### src/rtl/cam_seq_pkg.sv
// Shared types and frame geometry for the camera frame sequencer.
// Derived constants follow from the frame size and buffer word width.
package cam_seq_pkg;

  localparam int FRAME_BITS = 15440;
  localparam int WORD_W     = 32;
  localparam int ADDR_W     = 9;
  localparam int BIT_CNT_W  = 15;

  localparam int WORDS_PER_FRAME = (FRAME_BITS + WORD_W - 1) / WORD_W;
  localparam int LAST_WORD_BITS  = FRAME_BITS % WORD_W;
  localparam int LAST_ADDR       = WORDS_PER_FRAME - 1;

  typedef enum logic [1:0] {
    IDLE    = 2'd0,
    CAPTURE = 2'd1,
    FLUSH   = 2'd2,
    DONE    = 2'd3
  } cam_state_t;

endpackage

### src/rtl/cam_bit_packer.sv
// Serial-to-parallel packer: bits land LSB first; a full word, or the last
// bit of the frame, emits the word as a registered one-cycle pulse.
module cam_bit_packer
  import cam_seq_pkg::*;
(
  input  logic              hfclk,
  input  logic              rst_n,
  input  logic              clr,
  input  logic              shift_en,
  input  logic              bit_in,
  input  logic              last_bit,
  output logic              word_vld,
  output logic [WORD_W-1:0] word_data
);

  localparam int POS_W = $clog2(WORD_W);

  logic [WORD_W-1:0] sr_q, sr_d, sr_next;
  logic [POS_W-1:0]  pos_q, pos_d;
  logic              word_vld_q, word_vld_d;
  logic [WORD_W-1:0] word_q, word_d;

  always_comb begin
    sr_d       = sr_q;
    pos_d      = pos_q;
    word_d     = word_q;
    word_vld_d = 1'b0;
    sr_next    = sr_q;
    sr_next[pos_q] = bit_in;
    if (clr) begin
      sr_d   = '0;
      pos_d  = '0;
      word_d = '0;
    end else if (shift_en) begin
      // The shift register restarts from zero, so a partial word is zero-filled.
      if (pos_q == POS_W'(WORD_W - 1) || last_bit) begin
        word_d     = sr_next;
        word_vld_d = 1'b1;
        sr_d       = '0;
        pos_d      = '0;
      end else begin
        sr_d  = sr_next;
        pos_d = pos_q + 1'b1;
      end
    end
  end

  always_ff @(posedge hfclk or negedge rst_n) begin
    if (!rst_n) begin
      sr_q       <= '0;
      pos_q      <= '0;
      word_q     <= '0;
      word_vld_q <= 1'b0;
    end else begin
      sr_q       <= sr_d;
      pos_q      <= pos_d;
      word_q     <= word_d;
      word_vld_q <= word_vld_d;
    end
  end

  assign word_vld  = word_vld_q;
  assign word_data = word_q;

endmodule

### src/rtl/cam_frame_sequencer.sv
// Captures one serial camera frame into the word-wide frame buffer.
// Write port handshake: a write transfers on a cycle where wr_vld & wr_rdy are both high; wr_addr/wr_data hold while wr_vld & !wr_rdy.
module cam_frame_sequencer
  import cam_seq_pkg::*;
(
  input  logic                 hfclk,
  input  logic                 rst_n,
  input  logic                 cmd_start,
  input  logic                 cmd_abort,
  input  logic                 cam_bit_vld,
  input  logic                 cam_bit,
  output logic                 busy,
  output logic                 wr_vld,
  input  logic                 wr_rdy,
  output logic [ADDR_W-1:0]    wr_addr,
  output logic [WORD_W-1:0]    wr_data,
  output logic                 frame_done,
  output logic                 overrun,
  output logic [BIT_CNT_W-1:0] bit_cnt,
  output cam_state_t           dbg_state
);

  cam_state_t           state_q, state_d;
  logic [BIT_CNT_W-1:0] bit_cnt_q, bit_cnt_d;
  logic [ADDR_W-1:0]    idx_q, idx_d;
  logic [ADDR_W-1:0]    wr_addr_q, wr_addr_d;
  logic [WORD_W-1:0]    wr_data_q, wr_data_d;
  logic                 wr_vld_q, wr_vld_d;
  logic                 overrun_q, overrun_d;
  logic                 last_issued_q, last_issued_d;

  logic              start_act, abort_act, shift_en, last_bit, pk_clr;
  logic              pk_word_vld, hs, done_ok;
  logic [WORD_W-1:0] pk_word;

  assign start_act = (state_q == IDLE) && cmd_start && !cmd_abort;
  assign abort_act = cmd_abort && ((state_q == CAPTURE) || (state_q == FLUSH));
  assign shift_en  = (state_q == CAPTURE) && cam_bit_vld && !cmd_abort &&
                     (bit_cnt_q < BIT_CNT_W'(FRAME_BITS));
  assign last_bit  = (bit_cnt_q == BIT_CNT_W'(FRAME_BITS - 1));
  assign pk_clr    = start_act || abort_act;
  assign hs        = wr_vld_q && wr_rdy;
  // The frame is finished once the last word has been issued and the output slot drains.
  assign done_ok   = last_issued_q && (!wr_vld_q || wr_rdy);

  cam_bit_packer u_packer (
    .hfclk     (hfclk),
    .rst_n     (rst_n),
    .clr       (pk_clr),
    .shift_en  (shift_en),
    .bit_in    (cam_bit),
    .last_bit  (last_bit),
    .word_vld  (pk_word_vld),
    .word_data (pk_word)
  );

  always_comb begin
    state_d       = state_q;
    bit_cnt_d     = bit_cnt_q;
    idx_d         = idx_q;
    wr_addr_d     = wr_addr_q;
    wr_data_d     = wr_data_q;
    wr_vld_d      = wr_vld_q;
    overrun_d     = overrun_q;
    last_issued_d = last_issued_q;

    case (state_q)
      IDLE: begin
        if (start_act) begin
          state_d       = CAPTURE;
          bit_cnt_d     = '0;
          idx_d         = '0;
          wr_addr_d     = '0;
          wr_data_d     = '0;
          overrun_d     = 1'b0;
          last_issued_d = 1'b0;
        end
      end
      CAPTURE: begin
        if (shift_en) bit_cnt_d = bit_cnt_q + 1'b1;
        if (bit_cnt_q == BIT_CNT_W'(FRAME_BITS)) begin
          if (LAST_WORD_BITS != 0) state_d = FLUSH;
          else if (done_ok)        state_d = DONE;
        end
      end
      FLUSH: begin
        if (done_ok) state_d = DONE;
      end
      DONE: begin
        state_d = IDLE;
      end
      default: state_d = IDLE;
    endcase

    if ((state_q == CAPTURE) || (state_q == FLUSH)) begin
      if (hs) wr_vld_d = 1'b0;
      // The word index advances on completion even when the word is dropped.
      if (pk_word_vld) begin
        idx_d = idx_q + 1'b1;
        if (idx_q == ADDR_W'(LAST_ADDR)) last_issued_d = 1'b1;
        if (!wr_vld_q || wr_rdy) begin
          wr_vld_d  = 1'b1;
          wr_addr_d = idx_q;
          wr_data_d = pk_word;
        end else begin
          overrun_d = 1'b1;
        end
      end
    end

    if (abort_act) begin
      state_d  = IDLE;
      wr_vld_d = 1'b0;
    end
  end

  always_ff @(posedge hfclk or negedge rst_n) begin
    if (!rst_n) begin
      state_q       <= IDLE;
      bit_cnt_q     <= '0;
      idx_q         <= '0;
      wr_addr_q     <= '0;
      wr_data_q     <= '0;
      wr_vld_q      <= 1'b0;
      overrun_q     <= 1'b0;
      last_issued_q <= 1'b0;
    end else begin
      state_q       <= state_d;
      bit_cnt_q     <= bit_cnt_d;
      idx_q         <= idx_d;
      wr_addr_q     <= wr_addr_d;
      wr_data_q     <= wr_data_d;
      wr_vld_q      <= wr_vld_d;
      overrun_q     <= overrun_d;
      last_issued_q <= last_issued_d;
    end
  end

  assign busy       = (state_q == CAPTURE) || (state_q == FLUSH);
  assign frame_done = (state_q == DONE);
  assign wr_vld     = wr_vld_q;
  assign wr_addr    = wr_addr_q;
  assign wr_data    = wr_data_q;
  assign overrun    = overrun_q;
  assign bit_cnt    = bit_cnt_q;
  assign dbg_state  = state_q;

endmodule
### config.mk
export PLATFORM = sky130hd
export DESIGN_NAME = cam_frame_sequencer
export DESIGN_NICKNAME = d
export VERILOG_FILES = /design/src/rtl/cam_seq_pkg.sv /design/src/rtl/cam_bit_packer.sv /design/src/rtl/cam_frame_sequencer.sv
export SDC_FILE = /design/constraint.sdc
export NUM_CORES = 1
export LEC_CHECK = 0
export ABC_AREA = 1
export CELL_PAD_IN_SITES_DETAIL_PLACEMENT = 0
export CELL_PAD_IN_SITES_GLOBAL_PLACEMENT = 1
export CORE_MARGIN = 1.5
export CORE_UTILIZATION = 41
export DETAILED_ROUTE_END_ITERATION = 10
export DONT_BUFFER_PORTS = 1
export PLACE_DENSITY = 0.79
export SETUP_SLACK_MARGIN = 0.15
export SYNTH_ARGS = -nofsm -noshare
export SYNTH_HDL_FRONTEND = slang
export SYNTH_SLANG_ARGS = --single-unit
### constraint.sdc
create_clock -name hfclk -period 1.85 [get_ports hfclk]
set_input_delay 0.185 -clock hfclk [delete_from_list [all_inputs] [get_ports hfclk]]
set_output_delay 0.185 -clock hfclk [all_outputs]
set_load 0.05 [all_outputs]
Yosys cells after proc, flatten, opt, wreduce, memory -nomap -nowiden
Cells that the tools add are included.
- input port bits: 7
- bits in registers: 140
- output and inout port bits: 62
- word-level logic and storage cells: 105
- eq/ne operators: 12
- reduce and logical (&&, ||, !) cells: 23
- order comparisons: 3
- multiplexer cells: 52
- add/sub/neg operators: 3
- operators with widths (kind ; number):
    2-to-1 mux 32 bit ; 11
    2-to-1 mux 9 bit ; 9
    bitwise mux 32 bit ; 1
    == test 15 x 14 -> 1 bit, second input constant ; 2
    2-to-1 mux 15 bit ; 2
    one-hot mux 15 bit (2 select lines) ; 1
    2-to-1 mux 1 bit ; 19
    adder 15 x 1 -> 15 bit, second input constant ; 1
    less-than comparator 15 x 14 -> 1 bit, second input constant ; 1
    2-to-1 mux 5 bit ; 3
    adder 9 x 1 -> 9 bit, second input constant ; 1
    == test 9 bit, second input constant ; 1
    logical AND 1 bit ; 9
    inequality test 3 bit, second input constant ; 3
    2-to-1 mux 2 bit ; 4
    one-hot mux 2 bit (4 select lines) ; 1
    nonzero test 2 bit ; 4
    less-than comparator 5 x 6 -> 1 bit, second input constant ; 1
    AND reduction 3 bit ; 2
    adder 5 x 1 -> 5 bit, second input constant ; 1
    demux 1 bit (select 5 bit) ; 1
    == test 5 bit, second input constant ; 1
    >= comparator 5 x 1 -> 1 bit, second input constant ; 1
    == test 2 bit, second input constant ; 2
    other kinds (6) ; 11

Longest topological paths before layout
- word-level depth: 8
- gate-level depth with buffers: 12
- mapped depth without buffers: 10

Cells and area by module
From an unflattened synthesis, not the netlist that was laid out.
- cells, all modules: 919
- area, all modules: 7201.9 µm²
- by module, submodules not included (module ; times used ; area an instance (µm²) ; sequential area each (µm²) ; cells an instance):
    cam_frame_sequencer ; 1 ; 3608.5 ; 1751.7 ; 453
    cam_bit_packer ; 1 ; 3593.4 ; 1751.7 ; 466

Worst setup path after synthesis
No wires, ideal clock.
- kind: register -> register
- start point: register state_q[0] (netlist: dbg_state[0])
- end point: register wr_addr_q[1] (netlist: wr_addr[1])
- clock period less this slack: 2.530 ns
- arrival time: 2.410 ns
- data required time: 1.730 ns
- stages on the path, launching flop included: 10
- setup slack: -0.680 ns
- buffers on the path: 2
- library setup time: 0.120 ns
- cell sequence: dfrtp_1 > inv_1 > ha_1 > nand2_2 > inv_2 > nand2_1 > buf_2 > buf_2 > nand3_1 > nand2_1
- elaborated cells between the ends (all ways): 11
- classes of those cells: eq/ne: 2; mux: 5; reduce/logical: 4
- RTL lines (what ; RTL line ; RTL):
    start: declaration ; cam_frame_sequencer.sv:23 ; cam_state_t state_q, state_d;
    start signal: assignment ; cam_frame_sequencer.sv:128 ; state_q <= state_d;
    == test 2 x 1 -> 1 bit or == test 2 bit (tied branches) ; -- ;
    logical OR 1 bit (*) ; -- ;
    net busy ; cam_frame_sequencer.sv:12 ; output logic busy,
    2-to-1 mux 9 bit (*) ; cam_frame_sequencer.sv:95 ; if ((state_q == CAPTURE) || (state_q == FLUSH)) begin
    net wr_addr_d[1] ; cam_frame_sequencer.sv:26 ; logic [ADDR_W-1:0] wr_addr_q, wr_addr_d;
    end signal: assignment ; cam_frame_sequencer.sv:131 ; wr_addr_q <= wr_addr_d;
    end: declaration ; cam_frame_sequencer.sv:26 ;
The timed path passes the listed nets; every way through them passes the cells marked *.
A chain may end at the register's enable or synchronous reset.

Worst setup path after layout
- start point: register state_q[0] (netlist: dbg_state[0])
- end point: register u_packer.word_q[4] (netlist: u_packer.word_data[4])
- cells in the longest elaborated chain, start to end: 6
- elaborated cells between the ends (all ways): 15
- classes of those cells: eq/ne: 2; mux: 1; reduce/logical: 12
- RTL lines (what ; RTL line ; RTL):
    == test 2 x 1 -> 1 bit, or another cell as far along ; cam_frame_sequencer.sv:37, cam_frame_sequencer.sv:38 ;
    logical OR 1 bit, or another cell as far along ; cam_frame_sequencer.sv:37 ; assign abort_act = cmd_abort && ((state_q == CAPTURE) || (state_q == FLUSH));
    logical AND 1 bit, on equally long branches ; cam_frame_sequencer.sv:37, cam_frame_sequencer.sv:36, cam_frame_sequencer.sv:38 ;
    logical OR 1 bit or logical AND 1 bit (tied branches) ; cam_frame_sequencer.sv:41, cam_frame_sequencer.sv:38 ;
    nonzero test 2 bit (no source line) ; -- ;
    AND reduction 2 bit (no source line) ; -- ;
    end signal: assignment ; cam_bit_packer.sv:57 ; word_q <= word_d;
    end: declaration ; cam_bit_packer.sv:21 ; logic [WORD_W-1:0] word_q, word_d;
Several ways; a longest one is shown, not always the timed one.

==> flow_summary_export.csv <==
group,metric,value,unit
cts,cts-root-buf,"clkbuf_16",
setup_path,crit_arrival,2.04,ns
cts,ctsHoldBuffers,1,
detailed_routing,routed_wl,20600,um
detailed_routing,wl_per_cell,16.3,um
setup_path,cp_cell_sequence,"inv_2, ha_4, nand2_8, nand2_8, clkinv_8, nand3_4, buf_6, buf_12, nand3_1, nand2_1",
global_route,overflow,0,
die,num_rows,49,
logic_synthesis,netlist_area,7460,um2
cts,htree_num_levels,4,
setup_path,crit_slowest_cell,"dfrtp_2",
setup_path,crit_buf_inv,4,
die,coreArea,17900,um2
detailed_routing,drt_first_iter_violations,433,
logic_synthesis,synth_seq_cells,140,
die,dieArea,19000,um2
worst_hold_path,hp-class,"input port to asynchronous set/reset pin",
die,die_x,138,um
power,irDropWorstVdd,0.793,mV
global_route,grt_pass1_wl,31200,um
cts,cts.path.max_buffers,2,
setup_path,path_class,"register to register",
logic_synthesis,synth_edf_count,0,
power,power_density,1150,nW/um2
logic_synthesis,synth_area_leaders,"dfrtp_1 47%, nand2_1 15%, nand3_1 10%, nor2_1 4.2%, nand3b_1 3.2%",
cts,cts-buffers-inserted,17,
detailed_routing,ant_nets,0,
place,dp.cells,1198,
logic_synthesis,synth_area_leader_cell,"dfrtp_1",
logic_synthesis,syn_area_per_cell,7.75,um2
setup_path,path_delay_family,"buffers and inverters",
timing,fmaxAchievable,583,MHz
layout,nets,1044,
die,start_util,41.7,%
timing,period_share,92.8,%
setup_path,slowest_delay,0.44,ns
timing,max_slew_margin,63.7,%
layout,synthToLayoutAreaGrowth,29.2,%
timing,min_period,1.72,ns
layout,fin_area,9640,um2
logic_synthesis,ys_warn_count,0,
place,port_buffers,0,
logic_synthesis,yosysUniqueCellTypes,34,
timing,worst_pin_slew,0.544,ns
die,io_pins,69,
job,maxCapViolCount,0,
cts,cts_sinks,140,
global_route,antenna_found_initial,0,
logic_synthesis,synth_nets,984,
power,finalPower,11.1,mW
place,hpwlAfterDp,12800,um
place,placed_cell_area,8220,um2
setup_path,crit_top_cell,"nand2_8",
setup_path,worst_setup_path_start_kind,"register",
cts,clk_latency,0.43,ns
detailed_routing,vias_per_cell,5.22,
setup_path,crit_required,2.18,ns
timing,hold_viol_final,141,
global_route,grt_pass1_vias,6086,
detailed_routing,vias,6603,
timing,setup-violations-final,0,
layout,drive_gt1_share,25.3,%
logic_synthesis,yosysTopAreaCellShare,46.9,%
logic_synthesis,seq_area_frac_synth,46.9,%
logic_synthesis,ys.flop_type,"dfrtp_1",
timing,setup_tns,0,ns
cts,clk_pin_slew_worst_paths,0.06,ns
logic_synthesis,syn-instance-count,963,
outcome,violations,"hold timing",
layout,antennaDiodeCount,0,
cts,cts_tree,"done",
die,die_y,138,um
detailed_routing,drc,0,
setup_path,rrSetupSlack,0.13,ns
global_route,grt_max_degree,141,
timing,drv_slew,0,
outcome,run_status,"complete, but fails checks",
setup_path,worstPathMaxFanout,9,
logic_synthesis,synthArstFlopShare,100,%
detailed_routing,first_pass_iters,5,
layout,final_cells,1265,
global_route,grt_use_total,21.1,%
setup_path,cp-end-kind,"register",
power,p_leak,4.73,nW
timing,whs,-0.551,ns
place,gp_congestion,0.850,
timing,finClkSkew,0.0176,ns
timing,rsz0062_at_grt,"yes",
[per-layer routing]
layer | global-route usage [%] | part of all wire [%] | routed length (um) | vias up
met5 | 0 | 0 | 0 | -
met4 | 7.64 | 1.7 | 351 | 0
met3 | 3.87 | 4.1 | 845 | 28
met2 | 34.2 | 48 | 9900 | 146
met1 | 28.3 | 46 | 9510 | 3179
li1 | - | - | - | 3250
[cell usage after synthesis, drive strengths merged, types with 2 or more instances]
cell / n
buf: 38
nand3: 154
clkbuf: 16
nor3: 22
nand2: 333
nand3b: 32
nand4: 9
o21bai: 6
o21ai: 31
a21oi: 13
inv: 61
xnor2: 2
nor2: 87
dfrtp: 140
ha: 14
[stage by stage]
stage | hold slack (ns) | utilization [%] | setup slack (ns)
5_1_grt | -0.566 | 53.9 | 0.0674
3_3_place_gp | -0.108 | 45.9 | 0.152
2_1_floorplan | -0.111 | - | -0.0553
3_5_place_dp | -0.108 | 45.9 | 0.125
4_1_cts | -0.572 | 50.2 | 0.150
6_report | -0.551 | 53.9 | 0.133
[state kept, by name (all words and copies together), names as in the netlist]
register / flops
bit_cnt: 15
u_packer.sr_q: 32
idx_q: 9
u_packer.pos_q: 5
dbg_state: 2
last_issued_q: 1
u_packer.word_vld: 1
wr_data: 32
overrun: 1
wr_vld: 1
wr_addr: 9
u_packer.word_data: 32
[placed cells by master, fill, tap and decap left out, types with 6 or more instances in the layout]
| master | n |
|---|---|
| clkbuf_16 | 23 |
| nand3_2 | 52 |
| buf_4 | 60 |
| o21ai_1 | 9 |
| inv_2 | 7 |
| nor2_1 | 74 |
| dfrtp_1 | 135 |
| inv_1 | 50 |
| ha_1 | 6 |
| nand2_8 | 9 |
| o21bai_1 | 6 |
| nor2_2 | 10 |
| buf_12 | 11 |
| nand3b_1 | 32 |
| a21oi_1 | 12 |
| nor3_1 | 16 |
| buf_6 | 9 |
| nand4_1 | 9 |
| nand3_1 | 100 |
| nand2_1 | 294 |
| o21ai_0 | 22 |
| nand2_2 | 29 |
[where the power goes]
| part | switching (mW) | internal [mW] | leakage (nW) |
|---|---|---|---|
| registers | 0.0978 | 3.21 | 1.94 |
| clock network | 1.37 | 2.13 | 0.297 |
| logic | 2.61 | 1.70 | 2.49 |
| total | 4.07 | 7.04 | 4.73 |
[worst reg2reg max path, cell delays in order (launching register included)]
cell and delay, ns:
dfrtp_2 0.44, inv_2 0.10, ha_4 0.24, nand2_8 0.09, nand2_8 0.07, clkinv_8 0.08, nand3_4 0.14, buf_6 0.17
buf_12 0.13, nand3_1 0.09, nand2_1 0.05
[cell families (layout without fill, tap and decap cells)]
kind of cell	count (synthesis)	in the layout	share of synthesized area, %
flops	140	140	46.9
simple gates	639	643	39.0
xor+xnor	2	2	0.235
compound gates	53	53	3.86
buf+inv	115	184	7.64
fa+ha+maj	14	14	2.35
[what timing repair did]
action,in CTS,in global routing
pin swaps,3,20
cloned,3,10
hold endpoints to repair,144,141
setup buffers,6,15
endpoints found under the setup margin,68,101
gates resized for setup,12,76
[layout make-up]
| type | count | area (um2) |
|---|---|---|
| fillers | 1618 | 8260 |
| multi-input cells | 712 | 3980 |
| flip-flops and latches | 140 | 3510 |
| repair buffers | 90 | 1000 |
| clock buffers | 19 | 433 |
| well taps | 229 | 287 |
| inverters | 61 | 264 |
| clock inverters | 13 | 165 |
| repair inverters | 1 | 8.76 |
[path summary, 6_finish.rpt]
check | cells past startpoint | from | end
min in group hfclk | 3 | cmd_abort | u_packer.word_vld
max in group asynchronous | 0 | rst_n | u_packer.pos_q[4]
setup reg to reg | 10 | dbg_state[0] | u_packer.word_data[4]
hold reg to reg | 2 | u_packer.word_data[24] | u_packer.word_data[24]
hold / removal | 0 | rst_n | bit_cnt[9]
setup / recovery | 10 | dbg_state[0] | u_packer.word_data[4]
No activity file was read; power rests on OpenSTA's default activity.
